[config.mk]
export PLATFORM = sky130hd
export DESIGN_NAME = bnn_layer_seq
export DESIGN_NICKNAME = d
export VERILOG_FILES = /design/src/rtl/bnn_layer_seq.sv
export SDC_FILE = /design/constraint.sdc
export NUM_CORES = 1
export LEC_CHECK = 0
export CAP_MARGIN = 20
export CORE_MARGIN = 8
export CORE_UTILIZATION = 35
export CTS_BUF_LIST = sky130_fd_sc_hd__clkbuf_16
export DETAILED_ROUTE_END_ITERATION = 12
export SLEW_MARGIN = 15
export SYNTH_ARGS = -nofsm -noshare
export SYNTH_HDL_FRONTEND = slang
export SYNTH_SLANG_ARGS = --single-unit
[constraint.sdc]
create_clock -name clk -period 8.31 [get_ports clk]
set_clock_uncertainty 0.15 [all_clocks]
set_input_delay 1.662 -clock clk [delete_from_list [all_inputs] [get_ports clk]]
set_output_delay 1.662 -clock clk [all_outputs]
set_load 0.005 [all_outputs]
[src/rtl/bnn_layer_seq.sv]
// bnn_layer_seq: one binarised neural-network layer with N_OUT neurons that
// share a single XNOR-popcount datapath. Each neuron takes one clock cycle.
//
// Ports:
//   clk, rst_n      clock and asynchronous active-low reset
//   setup           shifts the parameter chain; also clears x and aborts evaluation
//   param_in/out    serial parameter chain (out = chain MSB, for daisy-chaining layers)
//   x_chunk/x_sel/x_we  input vector load, one CHUNK-bit slice per write
//   start           evaluation request (ignored while busy or in setup)
//   busy            evaluation in progress (N_OUT cycles)
//   done            one-cycle pulse when y has just been updated
//   y               registered neuron outputs
module bnn_layer_seq #(
  parameter int N_IN  = 8,
  parameter int N_OUT = 8,
  parameter int CHUNK = 4,
  parameter int THR_W = $clog2(N_IN+1),
  localparam int XSW  = ((N_IN/CHUNK) > 1) ? $clog2(N_IN/CHUNK) : 1
) (
  input  logic             clk,
  input  logic             rst_n,
  input  logic             setup,
  input  logic             param_in,
  output logic             param_out,
  input  logic [CHUNK-1:0] x_chunk,
  input  logic [XSW-1:0]   x_sel,
  input  logic             x_we,
  input  logic             start,
  output logic             busy,
  output logic             done,
  output logic [N_OUT-1:0] y
);

  localparam int F   = N_IN + THR_W;
  localparam int P   = N_OUT * F;
  localparam int NSL = N_IN / CHUNK;
  localparam int KW  = (N_OUT > 1) ? $clog2(N_OUT) : 1;

  typedef enum logic {S_IDLE, S_EVAL} state_t;

  state_t           r_state;
  logic [P-1:0]     r_chain;
  logic [N_IN-1:0]  r_x;
  logic [N_OUT-1:0] r_shadow;
  logic [N_OUT-1:0] r_y;
  logic [KW-1:0]    r_k;
  logic             r_busy;
  logic             r_done;

  // Per-neuron views of the chain: weights low, threshold above them.
  logic [N_IN-1:0]  w_wt [N_OUT];
  logic [THR_W-1:0] w_th [N_OUT];

  for (genvar j = 0; j < N_OUT; j++) begin : g_field
    assign w_wt[j] = r_chain[j*F +: N_IN];
    assign w_th[j] = r_chain[j*F+N_IN +: THR_W];
  end

  // Shared datapath for neuron r_k. Chain and x are stable during EVAL.
  logic [N_IN-1:0]  w_match;
  logic [31:0]      w_pop;
  logic             w_fire;
  logic [N_OUT-1:0] w_ynext;

  always_comb begin
    w_match = ~(r_x ^ w_wt[r_k]);
    w_pop   = '0;
    for (int b = 0; b < N_IN; b++) w_pop = w_pop + 32'(w_match[b]);
    w_fire  = (w_pop >= 32'(w_th[r_k]));
  end

  // Final neuron merges with the earlier results so y updates atomically.
  always_comb begin
    w_ynext      = r_shadow;
    w_ynext[r_k] = w_fire;
  end

  always_ff @(posedge clk or negedge rst_n) begin
    if (!rst_n) begin
      r_state  <= S_IDLE;
      r_chain  <= '0;
      r_x      <= '0;
      r_shadow <= '0;
      r_y      <= '0;
      r_k      <= '0;
      r_busy   <= 1'b0;
      r_done   <= 1'b0;
    end else if (setup) begin
      // Setup wins over everything: shift, clear x, drop any evaluation.
      r_chain  <= {r_chain[P-2:0], param_in};
      r_x      <= '0;
      r_state  <= S_IDLE;
      r_shadow <= '0;
      r_k      <= '0;
      r_busy   <= 1'b0;
      r_done   <= 1'b0;
    end else begin
      r_done <= 1'b0;
      // Writes land before the state decision, so a write that coincides
      // with start is seen by the evaluation.
      if (x_we && !r_busy && (int'(x_sel) < NSL))
        r_x[x_sel*CHUNK +: CHUNK] <= x_chunk;
      case (r_state)
        S_IDLE: begin
          if (start) begin
            r_state <= S_EVAL;
            r_k     <= '0;
            r_busy  <= 1'b1;
          end
        end
        S_EVAL: begin
          r_shadow[r_k] <= w_fire;
          if (r_k == KW'(N_OUT-1)) begin
            r_y     <= w_ynext;
            r_done  <= 1'b1;
            r_busy  <= 1'b0;
            r_k     <= '0;
            r_state <= S_IDLE;
          end else begin
            r_k <= r_k + 1'b1;
          end
        end
        default: r_state <= S_IDLE;
      endcase
    end
  end

  assign param_out = r_chain[P-1];
  assign busy      = r_busy;
  assign done      = r_done;
  assign y         = r_y;

endmodule

Yosys cells after proc, flatten, opt, wreduce, memory -nomap -nowiden
Cells that the tools add are included.
{ "op_classes": {"add_sub_neg": 9, "n_lt_le_gt_ge": 4, "n_eq_ne": 3, "shift": 2, "mux": 29, "n_bitwise": 5, "reduce_logical": 7} }
{ "ops": {"columns": ["cell", "n"], "rows": [
  ["8-bit 2-to-1 mux", 6],
  ["3-bit negation with 34-bit output", 1],
  ["4-bit by 34-bit variable shift with 8-bit output (first input constant)", 1],
  ["4-bit by 34-bit indexed part select with 8-bit output", 1],
  ["8-bit binary-select mux with 3-bit select", 1],
  ["8-bit bitwise mux", 2],
  ["4-bit binary-select mux with 3-bit select", 1],
  ["1-bit 2-to-1 mux", 10],
  ["3-bit 2-to-1 mux", 3],
  ["7-bit by 1-bit adder with 8-bit output", 1],
  ["8-bit by 4-bit >= comparator with 1-bit output", 1],
  ["4-bit 2-to-1 mux", 2],
  ["8-bit NOT", 1],
  ["8-bit XOR", 1],
  ["6-bit by 1-bit adder with 7-bit output", 1],
  ["5-bit by 1-bit adder with 6-bit output", 1],
  ["3-bit case mux with 2 select lines", 1],
  ["4-bit by 1-bit adder with 5-bit output", 1],
  ["3-bit by 1-bit adder with 4-bit output", 1],
  ["4-bit >= comparator (second input constant)", 1],
  ["3-bit by 4-bit < comparator with 1-bit output (second input constant)", 1],
  ["3-bit NOT with 4-bit output", 1],
  ["1-bit case mux with 2 select lines", 2],
  ["2-bit nonzero test", 2],
  ["13 further kinds", 15]
]} }
{ "word_totals": {"ff_bits": 126, "in_bits": 11, "output_inout_bits": 11, "word_cells": 67} }

Logic depth before layout (Yosys ltp)
Gate-level depths: netlist of the first run.
{ "logic_depth": {"word_depth": 17, "depth_mapped": 22, "ltp_nobuf": 17} }

Worst setup path before layout of the first run
Ideal clock, no wire load.
{ "synth_path": {"kind": "register to register", "from": "register r_k[0]", "to": "register r_y[7], in the netlist y[7]", "setup_time_ps": 130, "arrival_time_ps": 4633, "required_time_ps": 8030, "slack_ps": 3397, "stages_incl_launch_ff": 19, "n_path_buf": 2, "synth_period_minus_slack_ps": 4913, "cell_sequence": "dfrtp_1 buf_6 mux4_1 mux2i_1 xor2_1 fa_1 inv_1 fa_1 fa_1 inv_1 ha_1 inv_1 fa_1 inv_1 ha_1 a2111o_1 buf_2 nand3b_1 a31oi_1"} }
{ "synth_between": {"elab_chain_cells": 15, "elab_cells_between_ends": 25, "cone_classes": "add/sub: 7; order compare: 3; eq/ne: 1; mux: 9; bitwise: 3; reduce/logical: 2"} }
{ "synth_rtl": {"columns": ["element", "line", "source"], "rows": [
  ["start, declared", "46", "logic [KW-1:0] r_k;"],
  ["start signal, assigned", "120", "r_k <= r_k + 1'b1;"],
  ["3-bit NOT with 4-bit output (not written as such)", "66, 69", null],
  ["8-bit binary-select mux with 3-bit select", "66", "w_match = ~(r_x ^ w_wt[r_k]);"],
  ["8-bit 2-to-1 mux (not written as such) (2 in series)", "66", null],
  ["8-bit XOR", "66", null],
  ["8-bit NOT", "66", null],
  ["1-bit by 1-bit adder with 2-bit output", "68", "for (int b = 0; b < N_IN; b++) w_pop = w_pop + 32'(w_match[b]);"],
  ["2-bit by 1-bit adder with 3-bit output", "68", null],
  ["3-bit by 1-bit adder with 4-bit output", "68", null],
  ["4-bit by 1-bit adder with 5-bit output", "68", null],
  ["5-bit by 1-bit adder with 6-bit output", "68", null],
  ["6-bit by 1-bit adder with 7-bit output", "68", null],
  ["7-bit by 1-bit adder with 8-bit output", "68", null],
  ["8-bit by 4-bit >= comparator with 1-bit output", "69", "w_fire = (w_pop >= 32'(w_th[r_k]));"],
  ["8-bit bitwise mux", "75", "w_ynext[r_k] = w_fire;"],
  ["end signal, assigned", "114", "r_y <= w_ynext;"],
  ["end, declared", "45", "logic [N_OUT-1:0] r_y;"]
]} }
Several ways; a longest one is shown, not always the timed one. The select of a mux whose other input is x is not followed.
A chain may end at the register's enable or synchronous reset.

Final worst setup path of the first run
{ "layout_path": {"from": "register r_k[0]", "to": "register r_y[4], in the netlist y[4]"} }
Same word-level chain as after synthesis.

==> results.md, run 1 <==
- Initial core utilization: 35.5%
- P per Cell Area: 318 nW/µm²
- Count leader, synth: dfrtp_1
- Final hold vios: 0
- Top_reg_cell synth: dfrtp_1
- Area share of the leading cell type in the synthesized netlist: between 50% and 60%
- Final antenna-violating net count: 0
- Crit Path Max Fanout: 37
- Die Span Y: 148 µm
- F_max: 0.177 GHz
- Routed len/inst: 17.2 µm
- Register Area: 3150 µm²
- Die area: 21900 µm²
- First-pass GRT wire length: slightly above 20000 µm
- Reg2reg start: r_k[0]
- Clock Path Buffers: 2
- Sink Count: around 130
- Min-Delay Path Depth: 2
- Top post-synthesis cells by area: dfrtp_1 (52%), mux2_2 (18%), mux4_2 (3.7%), mux2i_1 (3.3%), mux4_1 (2.6%)
- Outcome: complete, no violations
- Fillers: 1597
- Boundary pin count: 22
- Area of the multi-input gates: 2710 µm²
- Final core occ: 41.4%
- Via Count: approximately 3600
- Postcts setup bufs: 0
- Worst EP required: 8430 ps
- Synth cell count leaders: dfrtp_1 (126), mux2_2 (99), nor2_1 (32)
- Global route overflow: 0
- # rows: 48
- Max-cap check violation count: 0
- Leakage Power: 0.00321 µW
- Hold Path Origin: r_chain[67]
- Final setup margin: approximately 2700 ps
- Detailed router's first-iteration violation count: 242
- Type of origin of the critical path: register
- Slew margin rel.: between 30% and 40%
- Worst-path clk slew: 60 ps
- TritonCTS buffer count: 17
- Min-Delay Path Class: reg -> reg
- Largest net degree at the start of global routing: 86
- Initial antenna violation count: 0
- Synth Warn #: 0
- Synth Net Count: 484
- Final min period: approximately 5700 ps
- Pre-CTS setup slack: 2630 ps
- RSZ-0062 raised after global routing: no
- Pins Over Slew Limit: 0
- Period utilization: 68.1%
- Placed inst area: 6430 µm²
- Mapped Area: 6100 µm²
- Die width: 148 µm
- Final setup fails: 0
- Post-cts hold buffer count: 0
- Worst R2R End: y[4]
- Post-CTS Resized: 0
- Vias in the first global route: about 3700
- Crit. End Element: register
- Number of remaining DRC errors: 0
- Core footprint: 17200 µm²
- Area leader, netlist: dfrtp_1
- Worst vdd ir: 0.000309 V
- Pre-antenna DRT Iters: 4
- EDFF count, synth: 0
- Port buffer count: 21
- Worst setup path class: reg -> reg
- Reg2reg setup slack: 2650 ps
- Post-route setup TNS: 0 ps
- GP Congestion: 0.794
- Dpl hpwl: 8110 µm
- Layout Area Growth over Synthesis: 16.5%
- Layout cells sized above 1: 30.7%
- Sequential area share after synthesis: 51.7%
- Cells after synthesis: 460
- Final WL: between 10000 and 15000 µm
- Nets: 499
- Arr. time, crit path: 5770 ps
- Clk_lat worst skew: 420 ps
- Avg Vias per Cell: 5.09
- CTS Root Cell: clkbuf_16
- GRT Total Usage: approximately an eighth
- Count of cell types in the netlist: 45
- TritonCTS clock tree: built
- Max H-tree Level: 4
- Inserted Diodes: 0
- Synthesized flop and latch total: 126
- Syn_area_per_cell: 13.3 µm²
- Post-synth ARST share: 100%
- Design Area, Final: 7110 µm²
- R2R depth: 17
- Slew @ Worst Pin: 1020 ps
- Hold Path End: r_chain[68]
[worst max path at each step]
stage / startpoint / endpoint / slack [ps] / cells after the start
3_3_place_gp: r_k[0] / y[4] / 2740 / 17
6_report: r_k[0] / y[4] / 2650 / 17
2_1_floorplan: r_k[0] / y[7] / 3400 / 18
3_5_place_dp: r_k[0] / y[4] / 2630 / 17
4_1_cts: r_k[0] / y[4] / 2630 / 17
5_1_grt: r_k[0] / y[4] / 2250 / 18
[critical path: stages (launching register included)]
cell	delay (ps)
dfrtp_1	320
buf_4	420
mux4_1	630
mux2i_1	230
xor2_1	120
fa_1	520
inv_1	50
fa_1	510
fa_1	490
inv_1	70
ha_1	170
inv_1	60
fa_1	470
inv_1	40
ha_1	270
a2111o_1	580
a41oi_1	290
a21oi_1	90
[final cells by class]
cell class | instances | area share (%)
Clock inverter | 15 | 3.19
Multi-Input combinational cell | 291 | 38.1
Inverter | 12 | 0.634
Tap cell | 225 | 3.96
Clock buffer | 17 | 5.98
Sequential cell | 126 | 44.4
Timing Repair Buffer | 27 | 3.80
[flip-flops by register name, indices dropped and copies added (netlist names)]
signal	count
r_x	8
r_k	3
y	8
done	1
r_state	1
busy	1
r_chain	96
r_shadow	8
[layout by cell type (no fill, tap or decap), drive strengths merged, types with 8 or more instances in the layout]
cell	synthesis	layout
inv	11	13
a21oi	16	16
clkbuf	3	17
nor2	34	34
mux4	16	16
dfrtp	126	126
o21ai	15	15
buf	28	8
ha	9	9
mux2i	20	20
clkdlybuf4s50	0	19
mux2	99	99
nand3	12	12
[routing by layer]
layer / share of wire (%) / GRT usage [%]
met2: 46 / 17.6
met1: 48 / 16.0
met3: 4.7 / 4.56
met5: 0 / 0
met4: 1.5 / 4.49
[power by group]
part	internal (µW)	switching (µW)	leakage (µW)
clock	556	264	0.000324
combinational	285	385	0.00120
sequential	702	72.8	0.00169
[cells by family after synthesis]
kind of cell    after synthesis  synth area share (%)
fa+ha+maj                    13                  3.16
xor+xnor                      9                  1.29
flops                       126                  51.7
compound gates               55                  5.68
mux                         135                  27.8
buf+inv                      43                  3.94
simple gates                 79                  6.42
[metrics by stage]
step,hold WS (ps),total power (µW),std cells
after floorplan,313,1310,460
after global placement,358,1420,680
after detailed placement,351,1450,680
after CTS,376,2280,712
after global routing,396,2420,713
final,366,2260,713
(Power assumes the default switching activity.)
==> run 2, diff against run 1 <==
==> constraint.sdc (replaced) <==
create_clock -name clk -period 4.6 [get_ports clk]
set_clock_uncertainty 0.15 [all_clocks]
set_input_delay 0.92 -clock clk [delete_from_list [all_inputs] [get_ports clk]]
set_output_delay 0.92 -clock clk [all_outputs]
set_load 0.005 [all_outputs]
==> run 2 against run 1 <==
The flow now finishes with violations (negative setup slack). Core utilization rose by 2.3 points. Sequential share of layout area fell by 2.3 points. Global-route usage rose by 0.97 points. Via count rose by 7.1%. Register-to-register slack got worse by 3000 ps.
==> results.md, run 2 (synthesis gave the netlist of run 1 again) <==
- Routed len/inst: 17.7 µm (+3.3%)
- F_max: 0.202 GHz (+14%)
- Worst vdd ir: 0.000466 V (+51%)
- Buf/Inv on CP: 6 (+1)
- Layout cells sized above 1: 40.5% (+9.8 points)
- Post-route setup TNS: -5110 ps (-5110 ps)
- Outcome: finished with violations
- Crit. End Element: register
- Max H-tree Level: 4 (unchanged)
- Pre-antenna DRT Iters: 7 (+3)
- Initial core utilization: 35.5% (unchanged)
- Layout Area Growth over Synthesis: 23.0%
- Die Span Y: 148 µm (unchanged)
- Clock Path Buffers: 2 (unchanged)
- Arr. time, crit path: 5060 ps (-710 ps)
- Initial antenna violation count: 0 (unchanged)
- Detailed router's first-iteration violation count: 175 (-28%)
- Cell mode on critical path: fa_1
- Final setup margin: -362 ps (-3010 ps)
- Avg Vias per Cell: 5.10 (about the same)
- Largest Register: r_chain
- Crit-path slowest cell: fa_2
- Sink Count: 126 (unchanged)
- Count of non-filler cells in the finished layout: 763 (+7.0%)
- Vias in the first global route: 4161 (+13%)
- Critical path's top delay family: adder cells
- Clk_lat worst skew: 410 ps (about the same)
- Hold WS: 372 ps (+5.97 ps)
- Pins Over Slew Limit: 0 (unchanged)
- Violated checks: negative setup slack
- RSZ-0062 raised after global routing: yes
- Core footprint: 17200 µm² (unchanged)
- Number of remaining DRC errors: 0 (unchanged)
- Via Count: 3888 (+7.1%)
- Final WL: 13500 µm (+11%)
- Worst setup path class: reg -> reg
- TritonCTS clock tree: built
- Max-cap check violation count: 0 (unchanged)
- CTS Root Cell: clkbuf_16
- Worst EP required: 4700 ps (-3730 ps)
- GP Congestion: 0.772 (-2.8%)
- Final min period: 4960 ps (-695 ps)
- Port buffer count: 21 (unchanged)
- Leakage Power: 0.00343 µW (+7.0%)
- Largest net degree at the start of global routing: 70 (-19%)
- GRT Total Usage: 13.0% (+0.97 points)
- Crit Path Max Fanout: 7 (-81%)
- Min-Delay Path Class: reg -> reg
- Cell Chain, Critical Path: buf_6 > mux4_2 > mux2i_2 > xor2_1 > fa_1 > inv_1 > fa_1 > fa_1 > inv_1 > ha_2 > inv_2 > fa_2 > inv_2 > ha_4 > a2111o_1 > buf_6 > nand4_1 > a31oi_1
- P per Cell Area: 621 nW/µm² (+95%)
- # rows: 48 (unchanged)
- Final hold vios: 0 (unchanged)
- TritonCTS buffer count: 17 (unchanged)
- Boundary pin count: 22 (unchanged)
- Type of origin of the critical path: register
- Die width: 148 µm (unchanged)
- Global route overflow: 0 (unchanged)
- Final core occ: 43.7% (+2.3 points)
- Placed Cells: 729 (+7.2%)
- Dpl hpwl: 9380 µm (+16%)
- Die area: 21900 µm² (unchanged)
- Most common cell after layout, fill and taps aside: dfrtp_1
- Final antenna-violating net count: 0 (unchanged)
- Slew @ Worst Pin: 863 ps (-155 ps)
- Max FFs per register: 96 (unchanged)
- Period utilization: 108% (+40 points)
- Slew margin rel.: 42.4% (+10 points)
- Nets: 549 (+10%)
- Inserted Diodes: 0 (unchanged)
- Final setup fails: 16 (+16)
- First-pass GRT wire length: 22300 µm (+9.4%)
- Most frequent cells in the layout: dfrtp_1 (126), mux2_2 (99), buf_4 (53)
- Worst-path clk slew: 60 ps (about the same)
- Slowest stage delay, CP: 520 ps (-110 ps)
run 2: changes by cell type in the layout (fill, tap and decap cells not counted), sizes merged:
cell / before / now
bufinv: 6 / 5
buf: 8 / 58
inv: 13 / 14
clkinvlp: 1 / 0
clkinv: 7 / 8
run 2: area by class of cell:
class | count | area, µm²
Inverter | 12 | 45.0
Sequential cell | 126 | 3150
Clock inverter | 15 | 201
Timing Repair Buffer | 77 | 662
Multi-Input combinational cell | 291 | 2740
Fill cell | 1589 | 9670
Tap cell | 225 | 282
Clock buffer | 17 | 425
run 2: path summary, 6_finish.rpt:
check / startpoint / to / slack, ps / depth (start not counted)
min in group asynchronous: rst_n / r_shadow[5] / 440 / 1
min reg2reg: r_chain[26] / r_chain[26] / 370 / 1
max: r_k[0] / y[1] / -360 / 18
max reg2reg: r_k[0] / y[1] / -360 / 18
min: r_chain[26] / r_chain[26] / 370 / 1
max in group asynchronous: rst_n / r_chain[76] / 3010 / 2
run 2: metal layers:
| metal | vias up | GRT usage [%] | wire, µm |
|---|---|---|---|
| met2 | 58 | 21.6 | 6650 |
| met1 | 2016 | 16.1 | 6260 |
| met3 | 16 | 3.70 | 489 |
| met4 | 0 | 4.03 | 132 |
| li1 | 1798 | - | - |
| met5 | - | 0 | 0 |
run 2: per-stage QoR:
| step | total power, µW | worst slack (ps) | cell area, µm² |
|---|---|---|---|
| after floorplan | 2420 | -211 | 6090 |
| after global placement | 2910 | -350 | 6810 |
| after detailed placement | 2960 | -466 | 6810 |
| after CTS | 4580 | -364 | 7490 |
| after global routing | 4930 | -580 | 7510 |
| final | 4660 | -362 | 7510 |
run 2: power by group:
part / internal [µW] / switching [µW]
registers: 1270 / 129
logic: 956 / 877
clock network: 950 / 480
run 2: worst register-to-register path: stages (launching register included):
cell      delay (ps)
dfrtp_1          360
buf_6            130
mux4_2           510
mux2i_2          190
xor2_1           210
fa_1             440
inv_1             80
fa_1             430
fa_1             430
inv_1             70
ha_2             180
inv_2             40
fa_2             520
inv_2             40
ha_4             200
a2111o_1         460
buf_6            180
nand4_1           80
a31oi_1           90
run 2: repair_timing:
action | CTS | global route
resized for setup | 15 | 1
hold buffers | 0 | 0
endpoints found under the setup margin | 16 | 16
pin swaps | 9 | 1
setup buffers | 1 | 1
